--- src/rtl/pad_xcvr_pkg.sv ---
// Shared FSM state type and parity helper for the half-duplex pad transceiver.
// PAD_XCVR_PARITY_EN adds the TX_PAR/RX_PAR states.
package pad_xcvr_pkg;

    typedef enum logic [3:0] {
        IDLE,
        TX_START,
        TX_DATA,
`ifdef PAD_XCVR_PARITY_EN
        TX_PAR,
`endif
        TX_STOP,
        TURN,
        RX_WAIT,
        RX_START,
        RX_DATA,
`ifdef PAD_XCVR_PARITY_EN
        RX_PAR,
`endif
        RX_STOP
    } xcvr_state_t;

    // Bit that makes the total count of ones (data + parity) even.
    function automatic logic even_parity(input logic [7:0] d);
        return ^d;
    endfunction

endpackage

--- src/rtl/pad_xcvr_sync.sv ---
// Two-flop synchronizer for the pad input; resets to the idle-high line level.
module pad_xcvr_sync (
    input  logic clk,
    input  logic rst_n,
    input  logic d,
    output logic q
);

    logic meta;

    always_ff @(posedge clk or negedge rst_n) begin
        if (!rst_n) begin
            meta <= 1'b1;
            q    <= 1'b1;
        end else begin
            meta <= d;
            q    <= meta;
        end
    end

endmodule

--- src/rtl/pad_half_duplex_xcvr.sv ---
// Half-duplex single-wire transceiver: send one byte, release the line, await one reply byte.
// Define PAD_XCVR_PARITY_EN for an even-parity bit after the data on both directions.
module pad_half_duplex_xcvr
    import pad_xcvr_pkg::*;
#(
    parameter int CLKS_PER_BIT = 16,
    parameter int TURN_BITS    = 2,
    parameter int TIMEOUT_BITS = 64
) (
    input  logic       clk,
    input  logic       rst_n,
    input  logic [7:0] tx_data,
    input  logic       tx_valid,
    output logic       tx_ready,
    output logic       pad_o,
    output logic       pad_t,
    input  logic       pad_i,
    output logic [7:0] rx_data,
    output logic       rx_valid,
    output logic       rx_ferr,
    output logic       rx_perr,
    output logic       timeout,
    output logic       busy
);

    localparam int CW = $clog2(CLKS_PER_BIT);
    localparam int BW = $clog2(((TIMEOUT_BITS > TURN_BITS) ? TIMEOUT_BITS : TURN_BITS) + 1);
    localparam logic [CW-1:0] CYC_LAST  = CW'(CLKS_PER_BIT - 1);
    localparam logic [CW-1:0] CYC_HALF  = CW'(CLKS_PER_BIT / 2 - 1);
    localparam logic [BW-1:0] TURN_LAST = BW'(TURN_BITS - 1);
    localparam logic [BW-1:0] TO_LAST   = BW'(TIMEOUT_BITS - 1);

    xcvr_state_t   state, state_nx;
    logic [CW-1:0] cyc_cnt, to_cyc;
    logic [BW-1:0] bit_cnt;
    logic [2:0]    bidx;
    logic [7:0]    tx_byte, rx_sr;
    logic          rdy, rx_s;
    logic          bit_end, half_pt, to_hit, in_wait, accept;

    pad_xcvr_sync u_sync (
        .clk   (clk),
        .rst_n (rst_n),
        .d     (pad_i),
        .q     (rx_s)
    );

    assign tx_ready = rdy && (state == IDLE);
    assign busy     = (state != IDLE);
    assign accept   = tx_valid && tx_ready;
    assign bit_end  = (cyc_cnt == CYC_LAST);
    assign half_pt  = (cyc_cnt == CYC_HALF);
    assign in_wait  = (state == RX_WAIT) || (state == RX_START);
    assign to_hit   = (to_cyc == CYC_LAST) && (bit_cnt == TO_LAST);

    always_ff @(posedge clk or negedge rst_n) begin
        if (!rst_n) state <= IDLE;
        else        state <= state_nx;
    end

    always_comb begin
        state_nx = state;
        pad_t    = 1'b1;
        pad_o    = 1'b1;
        case (state)
            IDLE:     if (accept) state_nx = TX_START;
            TX_START: begin
                pad_t = 1'b0;
                pad_o = 1'b0;
                if (bit_end) state_nx = TX_DATA;
            end
            TX_DATA: begin
                pad_t = 1'b0;
                pad_o = tx_byte[bidx];
`ifdef PAD_XCVR_PARITY_EN
                if (bit_end && bidx == 3'd7) state_nx = TX_PAR;
            end
            TX_PAR: begin
                pad_t = 1'b0;
                pad_o = even_parity(tx_byte);
                if (bit_end) state_nx = TX_STOP;
`else
                if (bit_end && bidx == 3'd7) state_nx = TX_STOP;
`endif
            end
            TX_STOP: begin
                pad_t = 1'b0;
                if (bit_end) state_nx = TURN;
            end
            TURN:     if (bit_end && bit_cnt == TURN_LAST) state_nx = RX_WAIT;
            // Timeout beats a fresh falling edge: only a confirmed start stops the clock.
            RX_WAIT: begin
                if (to_hit)     state_nx = IDLE;
                else if (!rx_s) state_nx = RX_START;
            end
            RX_START: begin
                if (half_pt && !rx_s) state_nx = RX_DATA;
                else if (to_hit)      state_nx = IDLE;
                else if (half_pt)     state_nx = RX_WAIT;
            end
            RX_DATA: begin
`ifdef PAD_XCVR_PARITY_EN
                if (bit_end && bidx == 3'd7) state_nx = RX_PAR;
            end
            RX_PAR: begin
                if (bit_end) state_nx = RX_STOP;
`else
                if (bit_end && bidx == 3'd7) state_nx = RX_STOP;
`endif
            end
            RX_STOP:  if (bit_end) state_nx = IDLE;
            default:  state_nx = IDLE;
        endcase
    end

`ifdef PAD_XCVR_PARITY_EN
    logic rx_par, perr_q;
    assign rx_perr = perr_q;

    always_ff @(posedge clk or negedge rst_n) begin
        if (!rst_n) begin
            rx_par <= 1'b0;
            perr_q <= 1'b0;
        end else begin
            perr_q <= 1'b0;
            if (state == RX_PAR && bit_end) rx_par <= rx_s;
            if (state == RX_STOP && bit_end && rx_s) perr_q <= rx_par ^ even_parity(rx_sr);
        end
    end
`else
    assign rx_perr = 1'b0;
`endif

    always_ff @(posedge clk or negedge rst_n) begin
        if (!rst_n) begin
            rdy      <= 1'b0;
            cyc_cnt  <= '0;
            to_cyc   <= '0;
            bit_cnt  <= '0;
            bidx     <= '0;
            tx_byte  <= '0;
            rx_sr    <= '0;
            rx_data  <= '0;
            rx_valid <= 1'b0;
            rx_ferr  <= 1'b0;
            timeout  <= 1'b0;
        end else begin
            rdy      <= 1'b1;
            rx_valid <= 1'b0;
            rx_ferr  <= 1'b0;
            timeout  <= 1'b0;

            if (state_nx != state || bit_end || state == IDLE || state == RX_WAIT)
                cyc_cnt <= '0;
            else
                cyc_cnt <= cyc_cnt + 1'b1;

            if (state_nx != state)
                bidx <= '0;
            else if (bit_end && (state == TX_DATA || state == RX_DATA))
                bidx <= bidx + 1'b1;

            // bit_cnt times TURN, then is reused as the receive-window bit-time count;
            // a false start back to RX_WAIT must not clear it.
            if (!(in_wait || state == TURN) || state_nx == RX_WAIT && state == TURN) begin
                bit_cnt <= '0;
                to_cyc  <= '0;
            end else if (state == TURN) begin
                if (bit_end) bit_cnt <= bit_cnt + 1'b1;
            end else begin
                to_cyc <= (to_cyc == CYC_LAST) ? '0 : to_cyc + 1'b1;
                if (to_cyc == CYC_LAST) bit_cnt <= bit_cnt + 1'b1;
            end

            if (accept) tx_byte <= tx_data;
            if (state == RX_DATA && bit_end) rx_sr <= {rx_s, rx_sr[7:1]};

            if (state == RX_STOP && bit_end) begin
                if (rx_s) begin
                    rx_data  <= rx_sr;
                    rx_valid <= 1'b1;
                end else begin
                    rx_ferr  <= 1'b1;
                end
            end

            if (in_wait && state_nx == IDLE) timeout <= 1'b1;
        end
    end

endmodule

--- config.mk ---
export PLATFORM = sky130hd
export DESIGN_NAME = pad_half_duplex_xcvr
export DESIGN_NICKNAME = d
export VERILOG_FILES = /design/src/rtl/pad_xcvr_pkg.sv /design/src/rtl/pad_xcvr_sync.sv /design/src/rtl/pad_half_duplex_xcvr.sv
export SDC_FILE = /design/constraint.sdc
export NUM_CORES = 1
export LEC_CHECK = 0
export ABC_AREA = 0
export CAP_MARGIN = 20
export CORE_MARGIN = 2
export CORE_UTILIZATION = 50
export DETAILED_ROUTE_END_ITERATION = 16
export PLACE_DENSITY_LB_ADDON = 0.1
export RECOVER_POWER = 100
export SETUP_SLACK_MARGIN = 0.5
export SLEW_MARGIN = 0
export SYNTH_ARGS = -nofsm -noshare
export SYNTH_HDL_FRONTEND = slang
export SYNTH_HIERARCHICAL = 1
export SYNTH_SLANG_ARGS = --single-unit
--- constraint.sdc ---
create_clock -name clk -period 3.3 [get_ports clk]
set_input_delay 0.825 -clock clk [delete_from_list [all_inputs] [get_ports clk]]
set_output_delay 0.825 -clock clk [all_outputs]
set_load 0.03 [all_outputs]
==> qor.yml <==
status: "complete, no violations"
floorplan.die_area_um2: 5860
post_layout_total_power_mw: 1.55
tritoncts: "built"
maxSlewViolCount: 0
cp_max_fo: 12
timing.fmax_mhz: 360
clock_insertion_delay_worst_skew_ns: 0.31
sequential_cell_area_fraction_in_the_yosys_report: 0.496
pwr_density_nw_per_um2: 516
grt_start_max_net_pins: 29
register_area_um2: 1310
synth_top_area_cell: "sky130_fd_sc_hd__dfrtp_1"
period_needed_ns: 2.78
unrepaired_setup_endpoints_after_global_routing: "no"
track_usage: 0.188
grt_pass1_wl_um: 8830
finish.net_count: 280
insertedDiodeCount: 0
global_route_total_overflow: 0
globalplace.congestion: 0.855
drc: 0
crit_path_start_kind: "flop"
wire_per_inst_um: 15.0
final-hold-violation-count: 0
row_count: 26
initial_utilization: 0.515
worst_setup_path_end_kind: "output port"
synth-edff-count: 0
number_of_antenna_violations_at_the_first_check_in_global_routing: 0
htreeDepth: 2
floorplan.die.height_um: 76.5
area_of_the_multi_input_gates_um2: 1200
dominantRegCellSynth: "sky130_fd_sc_hd__dfrtp_1"
worst-r2r-setup-slack_ns: 0.62
asyncSetResetFlopFracSynth: 1.00
yosys.area.top_type_share: 0.476
synthDistinctLibCells: 57
cp.required_ns: 2.47
drt_iter0_markers: 112
post_detailed_placement_half_perimeter_wirelength_um: 3570
cts.clk_slew.worst_paths_ns: 0.09
final_layout_size_suffix_gt1_frac: 0.167
cts_buf_count: 5
cts-root-to-sink-buffers: 2
die_boundary_width_um: 76.5
timing.slew.headroom: 0.0541
finalSetupViolations: 0
irDropWorstVdd_uv: 332
filler_cell_count: 472
p_leak_nw: 1.33
drt_pass1_iterations: 4
synth.net_count: 253
ys_seq_elements: 52
totalWireLength_um: 4990
route.vias.total: 1855
worstSetupPathType: "flop to output port"
detail_route.vias_per_cell: 5.57
postSynthCellCount: 235
post-synth-top-count-cell: "sky130_fd_sc_hd__dfrtp_1"
post_cts_buffers: 0
syn_avg_cell_area_um2: 11.2
ctsRootBufferMaster: "sky130_fd_sc_hd__clkbuf_8"
fin_tns_setup_ns: 0
final_antenna_net_count: 0
layout_worst_path_cycle_share: 0.842
cts_sinks: 52
yosys_warnings: 6
synth_area_um2: 2630
syn_to_final_growth_pct: 14.4
synth_commonest_cells: "sky130_fd_sc_hd__dfrtp_1 (50), sky130_fd_sc_hd__mux2_2 (24), sky130_fd_sc_hd__nand2_1 (19)"
cp_data_arrival_time_ns: 1.95
min_path_type: "flop to flop"
first_global_vias: 1861
portBuffers: 26
worst_slew_pin_slew_ns: 1.42
fin_skew_ns: 0.0109
coreArea_um2: 5110
ys_top_cells_by_area: "sky130_fd_sc_hd__dfrtp_1 (48%), sky130_fd_sc_hd__mux2_2 (10%), sky130_fd_sc_hd__ha_1 (2.9%), sky130_fd_sc_hd__nand2_1 (2.7%), sky130_fd_sc_hd__nor2_1 (2.3%)"
timing.max_cap.violations: 0
io-pin-count: 28
[state kept, by name (all words and copies together), names as in the netlist, 3 cells and up]
register / count
tx_byte: 8
to_cyc: 4
rx_data: 8
rx_sr: 8
cyc_cnt: 4
bidx: 3
state: 4
bit_cnt: 7
[path summary, 6_finish.rpt]
path,from,to,depth (start not counted)
worst max register to register,to_cyc[0],bit_cnt[1],7
worst min-delay path,u_sync/meta,u_sync/q,0
min in group asynchronous,rst_n,to_cyc[3],2
worst min register to register,u_sync/meta,u_sync/q,0
max in group asynchronous,rst_n,state[2],2
worst max-delay path,state[0],busy,4
[where the power goes]
| part | switching (mW) | internal [mW] | total [mW] |
|---|---|---|---|
| combinational | 0.173 | 0.154 | 0.327 |
| clock | 0.211 | 0.225 | 0.435 |
| sequential | 0.0707 | 0.719 | 0.789 |
[area by class of cell]
| class | count | share of cell area |
|---|---|---|
| clock buffer | 5 | 0.0229 |
| clock inverter | 3 | 0.0141 |
| inverter | 6 | 0.00749 |
| multi-input combinational | 166 | 0.401 |
| sequential | 52 | 0.435 |
| tap | 70 | 0.0291 |
| timing repair buffer | 31 | 0.0911 |
[repair_timing]
action                     CTS  global route
hold buffers                 0             0
gates resized for setup      4             6
setup endpoints to repair    2            10
[metrics by stage]
step | util | setup slack (ns) | hold WS [ns] | cell area [um^2] | std cells
global route | 0.589 | 0.376 | 0.367 | 3010 | 333
global placement | 0.578 | 0.518 | 0.346 | 2950 | 325
detailed placement | 0.578 | 0.498 | 0.347 | 2950 | 325
CTS | 0.599 | 0.449 | 0.361 | 3060 | 333
floorplan | - | 0.874 | 0.345 | 2630 | 235
finish | 0.589 | 0.521 | 0.359 | 3010 | 333
[layer usage]
layer | wire length, um | global-route usage | share of wire | up-vias
li1 | - | - | - | 898
met1 | 2390 | 0.251 | 0.48 | 910
met2 | 2350 | 0.304 | 0.47 | 39
met3 | 183 | 0.0296 | 0.037 | 8
met4 | 78 | 0.0818 | 0.016 | 0
met5 | 0 | 0 | 0 | -
[worst max-delay path, stage by stage, from the launching register on]
cell,delay (ns)
sky130_fd_sc_hd__dfrtp_1,0.59
sky130_fd_sc_hd__nor2_1,0.09
sky130_fd_sc_hd__buf_4,0.17
sky130_fd_sc_hd__nand2_1,0.06
sky130_fd_sc_hd__dlygate4sd3_1,0.74
[cell usage in the layout (no fill, tap or decap), drive strengths merged, types with 2 or more instances in the layout]
cell type,Yosys,layout
o21ai,11,11
clkbuf,5,10
dfrtp,50,50
a211oi,4,4
or4,4,4
and3,2,2
nor2,16,16
o22ai,2,2
nand2b,4,4
mux4,2,2
nand3,8,8
dlygate4sd3,0,14
nor2b,6,6
buf,6,2
a21oi,6,6
mux2,24,24
xor2,4,4
nor4,3,3
xnor2,4,4
o41ai,3,3
nand3b,2,2
inv,6,6
mux2i,3,3
nor3,10,10
or3,2,2
dfstp,2,2
nand2,19,19
conb,2,2
and3b,2,2
clkdlybuf4s50,0,9
ha,6,6
[kinds of logic after synthesis]
kind of cell	after synthesis	synth area share
xor gates and xnor gates	8	0.0266
AOI/OAI and AO/OA	40	0.114
DFF	52	0.496
muxes	29	0.131
buffers and inverters	17	0.0314
other	2	0.00286
adders and majority gates	6	0.0285
and+or+nand+nor	81	0.170
Power figures use the tool's default switching activity.
